[config.mk]
export PLATFORM = sky130hd
export DESIGN_NAME = muller_c_array_flat
export DESIGN_NICKNAME = d
export VERILOG_FILES = /design/src/rtl/muller_c_array_if.sv /design/src/rtl/muller_c_array.sv /design/src/flat_wrapper.sv
export SDC_FILE = /design/constraint.sdc
export NUM_CORES = 1
export LEC_CHECK = 0
export CAP_MARGIN = 10
export CORE_ASPECT_RATIO = 1.4
export CORE_UTILIZATION = 45
export DETAILED_ROUTE_END_ITERATION = 8
export PLACE_DENSITY = 0.74
export SKIP_LAST_GASP = 1
export SYNTH_ARGS = -nofsm -noshare
export SYNTH_HDL_FRONTEND = slang
export SYNTH_SLANG_ARGS = --single-unit
[constraint.sdc]
create_clock -name clk -period 2.85 [get_ports clk]
set_input_delay 0.57 -clock clk [delete_from_list [all_inputs] [get_ports clk]]
set_output_delay 0.57 -clock clk [all_outputs]
set_load 0.01 [all_outputs]
[src/rtl/muller_c_array_if.sv]
// Signal bundle for the Muller C-element bank. The DUT uses the slave modport and
// the environment uses the master modport.
interface muller_c_array_if #(
  parameter int unsigned N     = 6,
  parameter int unsigned CH    = 4,
  parameter int unsigned CNT_W = 8
);
  logic [CH*N-1:0]     io_in;
  logic [N-1:0]        plus_mask;
  logic [N-1:0]        minus_mask;
  logic                cnt_clr;
  logic [CH-1:0]       io_out;
  logic [CH-1:0]       out_prev;
  logic [CH-1:0]       rise_pulse;
  logic [CH-1:0]       fall_pulse;
  logic [CH*CNT_W-1:0] trans_cnt;

  modport master (
    output io_in,
    output plus_mask,
    output minus_mask,
    output cnt_clr,
    input  io_out,
    input  out_prev,
    input  rise_pulse,
    input  fall_pulse,
    input  trans_cnt
  );

  modport slave (
    input  io_in,
    input  plus_mask,
    input  minus_mask,
    input  cnt_clr,
    output io_out,
    output out_prev,
    output rise_pulse,
    output fall_pulse,
    output trans_cnt
  );
endinterface

[src/rtl/muller_c_array.sv]
// Clocked bank of CH generalised (optionally asymmetric) Muller C-elements with input
// synchronisers, registered edge pulses and saturating per-channel transition counters.
module muller_c_array #(
  parameter int unsigned N           = 6,
  parameter int unsigned CH          = 4,
  parameter int unsigned SYNC_STAGES = 2,
  parameter int unsigned CNT_W       = 8,
  parameter logic        RESET_VAL   = 1'b0
) (
  input logic             clk,
  input logic             rst_n,
  muller_c_array_if.slave bus
);

  localparam logic [CNT_W-1:0] CntMax = '1;

  logic [CH*N-1:0]  sync_q [SYNC_STAGES];
  logic [CH*N-1:0]  sync_d [SYNC_STAGES];
  logic [CH*N-1:0]  s;

  logic [N-1:0]     set_en;
  logic [N-1:0]     rst_en;
  logic             set_any;
  logic             rst_any;
  logic [CH-1:0]    set_ok;
  logic [CH-1:0]    rst_ok;

  logic [CH-1:0]    state_q;
  logic [CH-1:0]    state_d;
  logic [CH-1:0]    prev_q;
  logic [CH-1:0]    prev_d;
  logic [CH-1:0]    toggle;

  logic [CNT_W-1:0] cnt_q [CH];
  logic [CNT_W-1:0] cnt_d [CH];

  // Synchroniser chain; only the last stage is ever evaluated.
  always_comb begin
    sync_d[0] = bus.io_in;
    for (int k = 1; k < SYNC_STAGES; k++) begin
      sync_d[k] = sync_q[k-1];
    end
  end

  always_ff @(posedge clk or negedge rst_n) begin
    if (!rst_n) begin
      for (int k = 0; k < SYNC_STAGES; k++) begin
        sync_q[k] <= '0;
      end
    end else begin
      for (int k = 0; k < SYNC_STAGES; k++) begin
        sync_q[k] <= sync_d[k];
      end
    end
  end

  assign s = sync_q[SYNC_STAGES-1];

  // A masked-out input is forced to the passing value; an all-masked condition never fires.
  assign set_en  = ~bus.minus_mask;
  assign rst_en  = ~bus.plus_mask;
  assign set_any = |set_en;
  assign rst_any = |rst_en;

  always_comb begin
    set_ok = '0;
    rst_ok = '0;
    for (int c = 0; c < CH; c++) begin
      set_ok[c] = set_any & (&(s[c*N +: N] | bus.minus_mask));
      rst_ok[c] = rst_any & ~(|(s[c*N +: N] & rst_en));
    end
  end

  always_comb begin
    state_d = state_q;
    for (int c = 0; c < CH; c++) begin
      if (state_q[c]) begin
        if (rst_ok[c]) begin
          state_d[c] = 1'b0;
        end
      end else if (set_ok[c]) begin
        state_d[c] = 1'b1;
      end
    end
  end

  assign prev_d = state_q;
  assign toggle = state_d ^ state_q;

  // Clear has priority over a coincident increment.
  always_comb begin
    for (int c = 0; c < CH; c++) begin
      cnt_d[c] = cnt_q[c];
      if (bus.cnt_clr) begin
        cnt_d[c] = '0;
      end else if (toggle[c] && (cnt_q[c] != CntMax)) begin
        cnt_d[c] = cnt_q[c] + CNT_W'(1);
      end
    end
  end

  always_ff @(posedge clk or negedge rst_n) begin
    if (!rst_n) begin
      state_q <= {CH{RESET_VAL}};
      prev_q  <= {CH{RESET_VAL}};
      for (int c = 0; c < CH; c++) begin
        cnt_q[c] <= '0;
      end
    end else begin
      state_q <= state_d;
      prev_q  <= prev_d;
      for (int c = 0; c < CH; c++) begin
        cnt_q[c] <= cnt_d[c];
      end
    end
  end

  assign bus.io_out     = state_q;
  assign bus.out_prev   = prev_q;
  assign bus.rise_pulse = state_q & ~prev_q;
  assign bus.fall_pulse = ~state_q & prev_q;

  always_comb begin
    bus.trans_cnt = '0;
    for (int c = 0; c < CH; c++) begin
      bus.trans_cnt[c*CNT_W +: CNT_W] = cnt_q[c];
    end
  end

endmodule

[src/flat_wrapper.sv]
// flat-port wrapper written by rule: the top's interface ports become plain ports
module muller_c_array_flat 
#(
  parameter int unsigned N           = 6,
  parameter int unsigned CH          = 4,
  parameter int unsigned SYNC_STAGES = 2,
  parameter int unsigned CNT_W       = 8,
  parameter logic        RESET_VAL   = 1'b0
)
  (clk, rst_n, bus_io_in, bus_plus_mask, bus_minus_mask, bus_cnt_clr, bus_io_out, bus_out_prev, bus_rise_pulse, bus_fall_pulse, bus_trans_cnt);
  muller_c_array_if #(.N(N), .CH(CH), .CNT_W(CNT_W)) bus_i ();
  input logic clk;
  input logic rst_n;
  input wire logic [$bits(bus_i.io_in)-1:0] bus_io_in;
  input wire logic [$bits(bus_i.plus_mask)-1:0] bus_plus_mask;
  input wire logic [$bits(bus_i.minus_mask)-1:0] bus_minus_mask;
  input wire logic [$bits(bus_i.cnt_clr)-1:0] bus_cnt_clr;
  output wire logic [$bits(bus_i.io_out)-1:0] bus_io_out;
  output wire logic [$bits(bus_i.out_prev)-1:0] bus_out_prev;
  output wire logic [$bits(bus_i.rise_pulse)-1:0] bus_rise_pulse;
  output wire logic [$bits(bus_i.fall_pulse)-1:0] bus_fall_pulse;
  output wire logic [$bits(bus_i.trans_cnt)-1:0] bus_trans_cnt;
  assign bus_i.io_in = bus_io_in;
  assign bus_i.plus_mask = bus_plus_mask;
  assign bus_i.minus_mask = bus_minus_mask;
  assign bus_i.cnt_clr = bus_cnt_clr;
  assign bus_io_out = bus_i.io_out;
  assign bus_out_prev = bus_i.out_prev;
  assign bus_rise_pulse = bus_i.rise_pulse;
  assign bus_fall_pulse = bus_i.fall_pulse;
  assign bus_trans_cnt = bus_i.trans_cnt;
  muller_c_array #(.N(N), .CH(CH), .SYNC_STAGES(SYNC_STAGES), .CNT_W(CNT_W), .RESET_VAL(RESET_VAL)) u_core (.clk(clk), .rst_n(rst_n), .bus(bus_i));
endmodule
==> results_tabular.tex <==
\begin{tabular}{lr}
\hline
Metric & Value \\
\hline
\multicolumn{2}{l}{\textbf{Global routing}} \\
\quad Pin count of the biggest net entering global routing & 48 \\
\quad All-layer global routing usage & 19.8\% \\
\quad Initial antenna violation count & 0 \\
\quad Global-route wire length before repair & 12600 µm \\
\quad Via count of the first global-routing pass & 2729 \\
\quad Overflow after GRT & 0 \\
\multicolumn{2}{l}{\textbf{Setup path}} \\
\quad CP Launch Type & input port \\
\quad Critical path peak fanout & 11 \\
\quad Required time of the critical path & 3.11 ns \\
\quad Endpoint arrival time on the critical path & 2.68 ns \\
\quad Class of the most critical setup path & in2reg \\
\quad Kind of end point of the critical path & flop \\
\multicolumn{2}{l}{\textbf{Route}} \\
\quad Vias & 2790 \\
\quad Antenna Nets Post-Route & 0 \\
\quad Detailed-route vias per instance & 5.34 \\
\quad Initial DRC count & 178 \\
\quad Remaining design rule violation count & 0 \\
\quad WL final & 7470 µm \\
\quad First-pass iteration count of the detailed router & 4 \\
\quad Average wire per cell in the routed design & 14.3 µm \\
\multicolumn{2}{l}{\textbf{Yosys}} \\
\quad Share of the synthesized area in the top cell type & 60.7\% \\
\quad Number of synthesized flops with an enable pin & 0 \\
\quad FFs w/ async S/R, synth & 100\% \\
\quad Mapped cell area & 0.00363 mm² \\
\quad Post-Synthesis Net Count & 361 \\
\quad Post-synthesis cell type count & 44 \\
\quad Top cell type by total area after synthesis & sky130\_fd\_sc\_hd\_\_dfrtp\_1 \\
\quad Leading cell types by total area after synthesis & sky130\_fd\_sc\_hd\_\_dfrtp\_1 61\%, sky130\_fd\_sc\_hd\_\_nor2\_1 3.3\%, sky130\_fd\_sc\_hd\_\_nor2b\_1 2.9\% \\
\quad Register area share after synthesis & 60.7\% \\
\quad Complex-gate fraction of the synthesized area & 12.2\% \\
\quad Dominant combinational cell family by area after synthesis & simple AND/OR/NAND/NOR gates \\
\quad Proportion of synthesized area in mux cells & 1.97\% \\
\quad Count of synthesis-stage warnings from yosys & 0 \\
\quad Primary FF master, synth & sky130\_fd\_sc\_hd\_\_dfrtp\_1 \\
\quad Mean instance size in the synthesized netlist & 11.4 µm² \\
\quad Gate count of the mapped netlist & 318 \\
\quad Flop and latch count out of synthesis & 88 \\
\quad XOR/XNOR Fraction of Synth Area & 1.93\% \\
\quad Simple-Gate Fraction of Synth Area & 19.4\% \\
\quad Adder-Cell Fraction of Synth Area & 1.38\% \\
\multicolumn{2}{l}{\textbf{Power and ir drop}} \\
\quad Power Dens Cells & 588 mW/mm² \\
\quad Total power draw & 2.85 mW \\
\quad Maximum VDD drop & 0.405 mV \\
\quad Leakage power summed over all cells & 2.09 nW \\
\multicolumn{2}{l}{\textbf{CTS}} \\
\quad Cts hold-fix bufs & 0 \\
\quad Number of buffers inserted during clock tree synthesis & 9 \\
\quad CTS HTree Levels & 3 \\
\quad Skew-Pair Late Insertion Delay & 0.37 ns \\
\quad Clk pin slew, worst setup/hold paths & 0.09 ns \\
\quad Resized Gates After CTS & 0 \\
\quad Post-CTS Setup Repair Bufs & 0 \\
\quad Deepest clock path buffer count & 2 \\
\quad Clock tree from TritonCTS & yes \\
\quad Clock sink count & 88 \\
\quad Buffer type at the clock tree root & sky130\_fd\_sc\_hd\_\_clkbuf\_8 \\
\multicolumn{2}{l}{\textbf{Hold path}} \\
\quad Hold Crit Class & in2async \\
\multicolumn{2}{l}{\textbf{STA}} \\
\quad Final setup slack of the worst path & 0.425 ns \\
\quad Minimum period implied by the final worst setup slack & 2.42 ns \\
\quad Transition time at the pin with the least slew margin & 0.779 ns \\
\quad Share of the clock period used by the worst path after layout & 85.1\% \\
\quad Final hold violations & 0 \\
\quad Setup repair after global routing missed its margin & no \\
\quad Pins over their slew limit & 0 \\
\quad Setup tns final & 0 ns \\
\quad Achievable Freq & 412 MHz \\
\quad Final hold slack & 0.167 ns \\
\quad Slew HR & 48.1\% \\
\quad Fin Clk Skew & 0.00827 ns \\
\quad Final setup vio count & 0 \\
\multicolumn{2}{l}{\textbf{Finish}} \\
\quad Number of fill cells & 653 \\
\quad Ratio of cells with drive above 1 in the final layout & 10.9\% \\
\quad Signed area change from the synthesized netlist to the final layout & 33.9\% \\
\quad Final antenna diode count & 0 \\
\quad End-of-flow core utilization & 62.3\% \\
\quad Total Nets Final & 460 \\
\multicolumn{2}{l}{\textbf{Run status}} \\
\quad Outcome & finished clean \\
\multicolumn{2}{l}{\textbf{Die}} \\
\quad Die height & 108 µm \\
\quad Number of placed I/O pins & 87 \\
\quad Area of the placeable core & 0.00780 mm² \\
\quad Site row count & 38 \\
\quad Initial Util & 46.5\% \\
\quad Area of the die & 0.00843 mm² \\
\quad Overall die width & 77.9 µm \\
\multicolumn{2}{l}{\textbf{Placed design}} \\
\quad Pre-CTS WS & 0.0631 ns \\
\quad Count of buffers from port buffering & 86 \\
\quad Final weighted congestion in routability-driven placement & 0.888 \\
\quad DP HPWL & 5590 µm \\
\multicolumn{2}{l}{\textbf{Run}} \\
\quad MaxCap Viol Count & 0 \\
\hline
\end{tabular}
-- state kept, by name (all words and copies together) (netlist names) --
register,count
u_core.bus.io_out,4
u_core.s,24
u_core.bus.trans_cnt,32
u_core.bus.out_prev,4
u_core.sync_d,24
-- layout make-up --
type | instances | area [µm²] | area share (%)
clock buffers | 10 | 128 | 2.63
inverters | 13 | 48.8 | 1.01
repair buffers | 95 | 938 | 19.3
multi-input cells | 210 | 1340 | 27.6
flip-flops and latches | 88 | 2200 | 45.4
clock inverters | 6 | 73.8 | 1.52
well taps | 100 | 125 | 2.58
-- power breakdown --
group	internal [mW]	switching (mW)	total [mW]
logic	0.313	0.243	0.555
registers	1.34	0.0916	1.43
clock network	0.418	0.452	0.870
total	2.07	0.787	2.85
-- worst max-delay path, cell delays in order --
cell and delay (ns):
sky130_fd_sc_hd__clkdlybuf4s50_1 0.54, sky130_fd_sc_hd__nand4_1 0.18, sky130_fd_sc_hd__o21ai_0 0.32, sky130_fd_sc_hd__nor4_4 0.06
sky130_fd_sc_hd__o22ai_1 0.61, sky130_fd_sc_hd__nor2_1 0.10, sky130_fd_sc_hd__mux2_2 0.29
-- kinds of logic after synthesis --
group	Yosys count
and+or+nand+nor	126
buffers and inverters	20
adders and majority gates	4
xor gates and xnor gates	8
muxes	7
AOI/OAI and AO/OA	65
DFF	88
-- through the flow --
step	cell area, µm²	cells
2_1_floorplan	3630	318
5_1_grt	4850	522
6_report	4850	522
3_3_place_gp	4650	506
3_5_place_dp	4650	506
4_1_cts	4850	522
-- cells in the mapped netlist (all sizes together) (6+ instances only) --
cell / n
dfrtp: 88
nor2: 32
o21ai: 20
nand2: 17
nor2b: 17
nand3: 15
inv: 13
o22ai: 13
a21oi: 10
nor3: 9
or3: 7
or4: 7
xor2: 7
a22o: 6
and3: 6
mux2i: 6
-- cell usage in the layout (no fill, tap or decap), drive strengths merged, types with 6 or more instances in the layout --
| cell | Yosys | routed |
|---|---|---|
| nand3 | 15 | 15 |
| buf | 4 | 10 |
| clkdlybuf4s50 | 0 | 85 |
| nor3 | 9 | 9 |
| mux2i | 6 | 6 |
| clkbuf | 3 | 10 |
| o21ai | 20 | 20 |
| dfrtp | 88 | 88 |
| inv | 13 | 16 |
| o22ai | 13 | 13 |
| and3 | 6 | 6 |
| nor2b | 17 | 17 |
| a21oi | 10 | 10 |
| a22o | 6 | 6 |
| or3 | 7 | 7 |
| xor2 | 7 | 7 |
| nand2 | 17 | 17 |
| nor2 | 32 | 32 |
| or4 | 7 | 7 |
-- routing by layer --
layer | share of wire [%] | track usage [%] | vias to the layer above
li1 | - | - | 1334
met1 | 41 | 23.5 | 1344
met4 | 3.1 | 11.7 | 0
met5 | 0 | 0 | -
met3 | 5.0 | 4.05 | 18
met2 | 51 | 33.2 | 94
-- final timing paths --
kind	endpoint	slack, ns	start	cells past startpoint
max in group asynchronous	u_core.s[8]	2.05	rst_n	2
max reg2reg	u_core.bus.trans_cnt[10]	0.64	u_core.bus.trans_cnt[8]	6
max	u_core.bus.trans_cnt[10]	0.43	bus_plus_mask[2]	7
min in group clk	u_core.s[10]	0.35	u_core.sync_d[10]	0
min	u_core.bus.trans_cnt[3]	0.17	rst_n	1
min reg2reg	u_core.s[10]	0.35	u_core.sync_d[10]	0
Power figures use the tool's default switching activity.
